### src/rtl/simple_spi_master.sv
// rtl/simple_spi_master.sv - mode-0 SPI master, one word per start, MSB first
// Every state except IDLE lasts CLKDIV cycles; all pin outputs are registered.
module simple_spi_master #(
  parameter int WIDTH  = 8,
  parameter int CLKDIV = 4
) (
  input  logic             system_clk,
  input  logic             system_reset_n,
  input  logic             start,
  input  logic [WIDTH-1:0] value_mosi,
  output logic             busy,
  output logic             done,
  output logic [WIDTH-1:0] value_miso,
  output logic             pin_ncs,
  output logic             pin_clk,
  output logic             pin_mosi,
  input  logic             pin_miso
);

  localparam int DW = (CLKDIV > 1) ? $clog2(CLKDIV) : 1;
  localparam int BW = $clog2(WIDTH + 1);
  localparam logic [DW-1:0] DIV_LAST = DW'(CLKDIV - 1);
  localparam logic [BW-1:0] BIT_LAST = BW'(WIDTH - 1);
  localparam logic [BW-1:0] BIT_ALL  = BW'(WIDTH);

  typedef enum logic [2:0] {IDLE, SETUP, HIGH, LOW, HOLD, GAP} state_t;

  state_t           state;
  logic [DW-1:0]    div_cnt;
  logic [BW-1:0]    bit_cnt;
  logic [WIDTH-1:0] tx_sr;
  logic [WIDTH-1:0] rx_sr;
  logic             div_last;

  assign div_last = (div_cnt == DIV_LAST);

  always_ff @(posedge system_clk) begin
    if (!system_reset_n) begin
      state      <= IDLE;
      div_cnt    <= '0;
      bit_cnt    <= '0;
      tx_sr      <= '0;
      rx_sr      <= '0;
      busy       <= 1'b0;
      done       <= 1'b0;
      value_miso <= '0;
      pin_ncs    <= 1'b1;
      pin_clk    <= 1'b0;
      pin_mosi   <= 1'b0;
    end else begin
      done <= 1'b0;
      if (state != IDLE) begin
        div_cnt <= div_last ? '0 : div_cnt + 1'b1;
      end
      case (state)
        IDLE: begin
          if (start) begin
            // tx_sr holds the bits still to send, already aligned to its MSB
            state    <= SETUP;
            tx_sr    <= {value_mosi[WIDTH-2:0], 1'b0};
            rx_sr    <= '0;
            bit_cnt  <= '0;
            div_cnt  <= '0;
            pin_ncs  <= 1'b0;
            pin_mosi <= value_mosi[WIDTH-1];
            busy     <= 1'b1;
          end
        end
        SETUP: begin
          if (div_last) begin
            state   <= HIGH;
            pin_clk <= 1'b1;
          end
        end
        HIGH: begin
          if (div_last) begin
            rx_sr   <= {rx_sr[WIDTH-2:0], pin_miso};
            bit_cnt <= bit_cnt + 1'b1;
            state   <= LOW;
            pin_clk <= 1'b0;
            if (bit_cnt != BIT_LAST) begin
              pin_mosi <= tx_sr[WIDTH-1];
              tx_sr    <= {tx_sr[WIDTH-2:0], 1'b0};
            end
          end
        end
        LOW: begin
          if (div_last) begin
            if (bit_cnt == BIT_ALL) begin
              state <= HOLD;
            end else begin
              state   <= HIGH;
              pin_clk <= 1'b1;
            end
          end
        end
        HOLD: begin
          if (div_last) begin
            state      <= GAP;
            pin_ncs    <= 1'b1;
            pin_mosi   <= 1'b0;
            done       <= 1'b1;
            value_miso <= rx_sr;
          end
        end
        GAP: begin
          if (div_last) begin
            state <= IDLE;
            busy  <= 1'b0;
          end
        end
        default: state <= IDLE;
      endcase
    end
  end

endmodule

### config.mk
export PLATFORM = sky130hd
export DESIGN_NAME = simple_spi_master
export DESIGN_NICKNAME = d
export VERILOG_FILES = /design/src/rtl/simple_spi_master.sv
export SDC_FILE = /design/constraint.sdc
export NUM_CORES = 1
export LEC_CHECK = 0
export CAP_MARGIN = 10
export CELL_PAD_IN_SITES_DETAIL_PLACEMENT = 1
export CELL_PAD_IN_SITES_GLOBAL_PLACEMENT = 1
export CORE_MARGIN = 2
export CORE_UTILIZATION = 36
export DETAILED_ROUTE_END_ITERATION = 12
export PLACE_DENSITY_LB_ADDON = 0.05
export SETUP_SLACK_MARGIN = 0.05
export SLEW_MARGIN = 20
export SYNTH_ARGS = -nofsm -noshare
export SYNTH_HDL_FRONTEND = slang
export SYNTH_SLANG_ARGS = --single-unit
export TNS_END_PERCENT = 30
### constraint.sdc
create_clock -name system_clk -period 1.35 [get_ports system_clk]
set_input_delay 0.135 -clock system_clk [delete_from_list [all_inputs] [get_ports system_clk]]
set_output_delay 0.135 -clock system_clk [all_outputs]
set_load 0.02 [all_outputs]
**Word level (Yosys, flattened, before mapping)**

Cells that the tools add are included.

- Add/sub/neg operators: 2
- Reduce and logical (&&, ||, !) cells: 16
- Mux-type cells: 36
- Equal/unequal tests: 16

Operators with widths:

| kind | count |
|---|---|
| $mux W8 | 5 |
| $pmux W8 S2 | 2 |
| $mux W3 | 7 |
| $pmux W3 S6 | 1 |
| $ne A2 B2 Y1 const B | 8 |
| $mux W1 | 10 |
| $reduce_and A5 Y1 | 2 |
| $reduce_and A3 Y1 | 3 |
| $reduce_bool A3 Y1 | 3 |
| $mux W2 | 4 |
| $mux W4 | 2 |
| $pmux W4 S2 | 1 |
| $eq A3 B2 Y1 const B | 2 |
| $eq A3 B3 Y1 const B | 2 |
| $pmux W1 S3 | 2 |
| $reduce_and A6 Y1 | 1 |
| $reduce_bool A2 Y1 | 3 |
| $add A4 B1 Y4 const B | 1 |
| $eq A4 B4 Y1 const B | 1 |
| $ne A4 B3 Y1 const B | 1 |
| $pmux W1 S2 | 2 |
| $reduce_and A2 Y1 | 2 |
| $reduce_and A4 Y1 | 1 |
| $eq A3 B1 Y1 const B | 1 |
| other kinds (3) | 3 |

- Output and inout bits: 13
- Word-level logic and storage cells: 81
- Bits in registers: 38
- Input bits: 12

**Depth between registers and ports, before layout**

Gate-level depths: netlist (run 1).

- Depth in word-level cells: 5
- Gate-level depth with buffers: 6
- Depth with buffers taken out: 6

**Least setup slack after synthesis (run 1)**

OpenSTA, ideal clock, no wires.

- Path kind: reg2reg
- From: reg div_cnt[0]
- To: reg value_miso[0]
- Period minus slack after synthesis: 1397 ps
- Data arrival time: 1280 ps
- Cell stages (with the launch flop): 7
- Setup slack: -47 ps
- Path buffers: 1
- Library setup time: 117 ps
- Required time: 1233 ps
- Cell sequence: dfxtp_1 ha_1 inv_1 nor3_1 nor2b_1 clkbuf_1 a22o_1

- Longest elaborated chain between the ends: 2

Ends and longest elaborated chain:

| what | line | RTL |
|---|---|---|
| from (decl) | 29 | `logic [DW-1:0] div_cnt;` |
| from (signal assigned) | 53 | `div_cnt <= div_last ? '0 : div_cnt + 1'b1;` |
| $eq A2 B2 Y1 | 35 | `assign div_last = (div_cnt == DIV_LAST);` |
| via div_last | 33 | `logic div_last;` |
| $reduce_and A2 Y1 (no source line) | -- |  |
| to (signal assigned) | 103 | `value_miso <= rx_sr;` |
| to (decl) | 13 | `output logic [WIDTH-1:0] value_miso,` |

The timed path passes the listed nets, and every way through them passes these cells.
A chain may end at the register's enable or synchronous reset.

**Worst setup path in the final report (run 1)**

- From: reg div_cnt[1]
- To: reg value_miso[7]

Same word-level chain as after synthesis.

==> results.sh, run 1 <==
export IMPL_synth_top_area_share_pct=44.61
export IMPL_routed_wirelength_um=4599
export IMPL_synth_seq_cells=37
export IMPL_track_usage_pct=19.14
export IMPL_worst_setup_path_end_kind="register"
export IMPL_dpl_cell_area_um2=2110
export IMPL_ir_drop_uv=422.2
export IMPL_fin_ws_ns=-0.003416
export IMPL_vias=1531
export IMPL_path_class="reg2reg"
export IMPL_clkLatencyLatePin_ns=0.29
export IMPL_core_um2=4384
export IMPL_worstPathArrival_ns=1.53
export IMPL_drt_wirelength_per_cell_um=16.19
export IMPL_clock_sinks=37
export IMPL_cts_max_level=2
export IMPL_antenna_found_initial=0
export IMPL_synth_cell_area_um2=1660
export IMPL_vias_per_cell=5.391
export IMPL_avgSynthCellArea_um2=9.173
export IMPL_final_setup_viol_count=1
export IMPL_die_y_um=71.91
export IMPL_violations="setup timing"
export IMPL_drive_gt1_share_pct=30.60
export IMPL_ys_seq_area_share_pct=44.61
export IMPL_synth_area_leaders="dfxtp_1 45%, a22o_1 4.2%, a21boi_1 4.1%"
export IMPL_numCtsBuffers=5
export IMPL_fmax_mhz=738.9
export IMPL_ys_types=40
export IMPL_synth_nets=196
export IMPL_skew_ns=0.001549
export IMPL_crit_path_max_fanout=6
export IMPL_power_density_nw_per_um2=958.2
export IMPL_clk_path_buf_depth=2
export IMPL_worst_pin_slew_ns=0.2656
export IMPL_grt_max_degree=27
export IMPL_path_clk_slew_ns=0.07
export IMPL_synth_edf_count=0
export IMPL_hold_path_class="in2reg"
export IMPL_place_congestion=0.8043
export IMPL_ios=25
export IMPL_grt_pass1_vias=1568
export IMPL_start_kind="register"
export IMPL_final_nets=247
export IMPL_cts_tree="yes"
export IMPL_antenna_cells=0
export IMPL_yosys_warnings=0
export IMPL_drv_cap=0
export IMPL_min_period_over_period_pct=100.3
export IMPL_cts_root_buf="clkbuf_8"
export IMPL_hpwl_um=3194
export IMPL_power_leakage_uw=0.0009663
export IMPL_regArea_um2=757.0
export IMPL_dr_pass1_iters=4
export IMPL_async_flop_share_pct=0
export IMPL_area_delta_synth_final_pct=46.35
export IMPL_finalCriticalPeriod_ns=1.353
export IMPL_final_setup_tns_ns=-0.003416
export IMPL_synth_top_area_cell="dfxtp_1"
export IMPL_multi_input_area_um2=965.9
export IMPL_grt_setup_unrepaired="true"
export IMPL_drv_slew=0
export IMPL_synth_flop_cell="dfxtp_1"
export IMPL_grt_pass1_wl_um=7686
export IMPL_finalHoldViolations=0
export IMPL_syn_instance_count=181
export IMPL_floorplan_initialDensity_pct=37.87
export IMPL_numPortBuffers=24
export IMPL_synth_most_common_cell="dfxtp_1"
export IMPL_slew_headroom_pct=82.20
export IMPL_num_rows=24
export IMPL_fill_cells=499
export IMPL_final_area_um2=2430
export IMPL_status="finished, violations left"
export IMPL_drc=0
export IMPL_drt_iter0_drc=96
export IMPL_die_w_um=71.91
export IMPL_dieArea_um2=5171
export IMPL_grt_remaining_overflow=0
export IMPL_ant_nets=0
export IMPL_required_ns=1.53
export IMPL_rrSetupSlack_ns=-0.003
export IMPL_synthTopCellsByCount="37 x dfxtp_1, 17 x nand2_1, 15 x nor2_1"
[logic make-up after synthesis]
family,share of synthesized area (%)
buf+inv,5.878
mux,1.206
simple gates,20.80
flops,44.61
compound gates,23.66
fa+ha+maj,2.261
xor+xnor,1.583
[routing by layer]
layer | GRT usage, % | up-vias | share of wire (%)
li1 | - | 741 | -
met1 | 23.97 | 755 | 45
met2 | 33.44 | 28 | 50
met3 | 4.167 | 7 | 3.7
met4 | 5.031 | 0 | 1.5
met5 | 0 | - | 0
[layout by cell type (no fill, tap or decap), drive strengths merged, types with 8 or more instances in the layout]
| cell | instances |
|---|---|
| a21boi | 10 |
| a22o | 8 |
| buf | 32 |
| clkdlybuf4s50 | 11 |
| dfxtp | 37 |
| dlygate4sd2 | 13 |
| inv | 10 |
| nand2 | 17 |
| nand3 | 12 |
| nor2 | 15 |
[final timing paths]
path | from | endpoint | cells after the start
hold reg to reg | pin_ncs | pin_ncs | 2
setup reg to reg | div_cnt[1] | value_miso[7] | 7
hold / removal | value_mosi[0] | tx_sr[1] | 3
setup / recovery | div_cnt[1] | value_miso[7] | 7
[where the power goes]
group	leakage [uW]	total [uW]	internal, uW	switching [uW]
Sequential	0.000305	1140	1120	22.7
Combinational	0.000607	264	135	129
Clock	0.0000540	925	537	388
Total	0.000966	2330	1790	539
[flip-flops by register name, summed over array words and instances (netlist names)]
name,flops
tx_sr,7
state,3
done,1
pin_clk,1
div_cnt,2
value_miso,8
rx_sr,8
pin_mosi,1
pin_ncs,1
bit_cnt,4
busy,1
[final cells by class]
cell class,count,area share [%]
inverter,10,1.648
timing repair buffer,56,20.49
clock buffer,5,2.832
clock inverter,2,1.442
tap,52,2.678
multi-input combinational,122,39.75
sequential,37,31.15
[stage by stage]
step	instances	power (uW)	setup WS [ns]	utilization, %	hold WS, ns
floorplan	181	1290	0.01740	-	0.2856
global placement	271	1402	-0.1784	48.12	0.4301
detailed placement	271	1413	-0.3137	48.12	0.4531
CTS	282	2343	-0.04440	52.68	0.4500
global route	284	2436	-0.07979	55.42	0.4676
finish	284	2328	-0.003416	55.42	0.4521
[worst max-delay path, stage by stage, from the launching register on]
cell	delay, ns
dfxtp_2	0.34
ha_4	0.18
buf_6	0.12
inv_4	0.05
nor3_4	0.04
and2_4	0.16
buf_6	0.12
a22o_1	0.22
[timing repair]
action,CTS,global route
pin swaps,15,13
gates resized for setup,39,21
setup endpoints to repair,44,34
setup buffers,3,2
cloned,1,0
hold buffers,0,0
Power figures use the tool's default switching activity.
==> run 2: changes to the inputs <==
- CTS_CLUSTER_DIAMETER: default -> 80
- REMOVE_ABC_BUFFERS: default -> 1
- SLEW_MARGIN: 20 -> default
==> run 2 against run 1 <==
Net effect: the flow now finishes without violations; largest cell class unchanged; wire length is 3.3% higher; sequential share of layout area is 0.16 points higher; die area stayed put; combinational power hardly changed; hold slack worse by 0.038 ns.
==> results.sh, run 2 (synthesis gave the netlist of run 1 again) <==
export IMPL_path_clk_slew_ns=0.08
export IMPL_final_setup_viol_count=0
export IMPL_power_density_nw_per_um2=973.2
export IMPL_skew_ns=0.009030
export IMPL_floorplan_initialDensity_pct=37.87
export IMPL_final_common_cell="dfxtp_1"
export IMPL_cp_buffers_inverters=1
export IMPL_grt_setup_unrepaired="true"
export IMPL_dpl_cell_area_um2=2093
export IMPL_mostFrequentLayoutCells="30 x dfxtp_1, 23 x buf_4, 17 x nand2_1, 14 x nor2_1, 12 x dlygate4sd2_1"
export IMPL_vias=1530
export IMPL_final_nets=244
export IMPL_dr_wl_met2_um=2386
export IMPL_drt_iter0_drc=41
export IMPL_antenna_found_initial=0
export IMPL_timing_critical_path_cells="inv_2, ha_4, and3b_2, and3_1, nor4_2, o211a_1"
export IMPL_dr_pass1_iters=4
export IMPL_drv_cap=0
export IMPL_cts_root_buf="clkbuf_8"
export IMPL_numPortBuffers=24
export IMPL_cp_slowest_cell="dfxtp_4"
export IMPL_die_w_um=71.91
export IMPL_drive_gt1_share_pct=31.74
export IMPL_crit_path_max_fanout=4
export IMPL_track_usage_pct=19.11
export IMPL_drt_wirelength_per_cell_um=16.84
export IMPL_grt_remaining_overflow=0
export IMPL_routed_wirelength_um=4750
export IMPL_clock_sinks=37
export IMPL_ant_nets=0
export IMPL_ios=25
export IMPL_top_regs="rx_sr (8), value_miso (8), tx_sr (7)"
export IMPL_hpwl_um=3177
export IMPL_final_area_um2=2434
export IMPL_fmax_mhz=747.9
export IMPL_power_uw=2368
export IMPL_num_rows=24
export IMPL_worst_pin_slew_ns=0.2408
export IMPL_finalCriticalPeriod_ns=1.337
export IMPL_status="finished clean"
export IMPL_core_um2=4384
export IMPL_drv_slew=0
export IMPL_cts_tree="yes"
export IMPL_grt_max_degree=18
export IMPL_place_congestion=0.7534
export IMPL_clk_path_buf_depth=2
export IMPL_vias_per_cell=5.426
export IMPL_clkLatencyLatePin_ns=0.29
export IMPL_worst_setup_path_end_kind="register"
export IMPL_ir_drop_uv=503.4
export IMPL_cts_max_level=2
export IMPL_finalHoldViolations=0
export IMPL_grt_pass1_vias=1675
export IMPL_slew_headroom_pct=83.60
export IMPL_cts_hold_buffers_added=0
export IMPL_wl_met3_um=175
export IMPL_hold_path_class="in2reg"
export IMPL_highest_layer="met4"
export IMPL_path_class="reg2reg"
export IMPL_antenna_cells=0
export IMPL_drc=0
export IMPL_start_kind="register"
export IMPL_required_ns=1.58
export IMPL_numCtsBuffers=5
export IMPL_crit_path_max_incr_delay_ns=0.39
export IMPL_area_delta_synth_final_pct=46.57
export IMPL_worstPathArrival_ns=1.57
export IMPL_min_period_over_period_pct=99.04
export IMPL_crit_family="simple AND/OR/NAND/NOR gates"
export IMPL_drt_met1_wl_um=2157
export IMPL_power_leakage_uw=0.0009677
export IMPL_dieArea_um2=5171
export IMPL_grt_pass1_wl_um=7776
export IMPL_die_y_um=71.91
[run 2: repair_timing]
item                       4_1_cts  5_1_grt
setup buffers                    1        1
gates resized for setup         38       30
setup endpoints to repair       46       34
pin swaps                        4       15
cloned                           2        0
[run 2: power breakdown]
part / switching (uW) / internal (uW)
Combinational: 124 / 136
Clock: 415 / 553
Sequential: 26.1 / 1110
[run 2: final timing paths]
check	from	endpoint	slack [ns]	cells after the start
min	pin_miso	rx_sr[0]	0.41	3
max reg2reg	bit_cnt[1]	pin_clk	0.01	6
max	bit_cnt[1]	pin_clk	0.01	6
min reg2reg	pin_ncs	pin_ncs	0.45	2
[run 2: through the flow]
step           hold WS, ns  cells  TNS [ns]  setup slack (ns)  util [%]
2_1_floorplan       0.2527    169    -7.582           -0.4868         -
3_3_place_gp        0.4366    270    -2.658           -0.1759     47.75
3_5_place_dp        0.4439    270    -4.585           -0.2624     47.75
4_1_cts             0.4127    281  -0.05383          -0.01195     52.45
5_1_grt             0.4307    282   -0.4139          -0.07027     55.51
6_report            0.4140    282         0           0.01297     55.51
[run 2: layer usage]
metal	up-vias	track usage (%)
li1	743	-
met1	754	23.80
met2	28	33.02
met3	5	4.306
met4	0	5.870
met5	-	0
[run 2: worst reg2reg max path: stages, from the launching register on]
cell     delay, ns
dfxtp_4       0.39
inv_2         0.05
ha_4          0.14
and3b_2       0.21
and3_1        0.19
nor4_2        0.13
o211a_1       0.15
[run 2: cell type report]
type | instances | area [um^2]
clock buffers | 5 | 68.82
fillers | 495 | 1951
multi-input cells | 123 | 1001
flip-flops and latches | 37 | 762.0
inverters | 10 | 40.04
well taps | 52 | 65.06
repair buffers | 52 | 450.4
clock inverters | 3 | 46.29
==> run 3: changes to the inputs <==
- SLEW_MARGIN: default -> 20
==> results of run 3 <==
Final layout, timing and power as in run 2 (identical DEF).
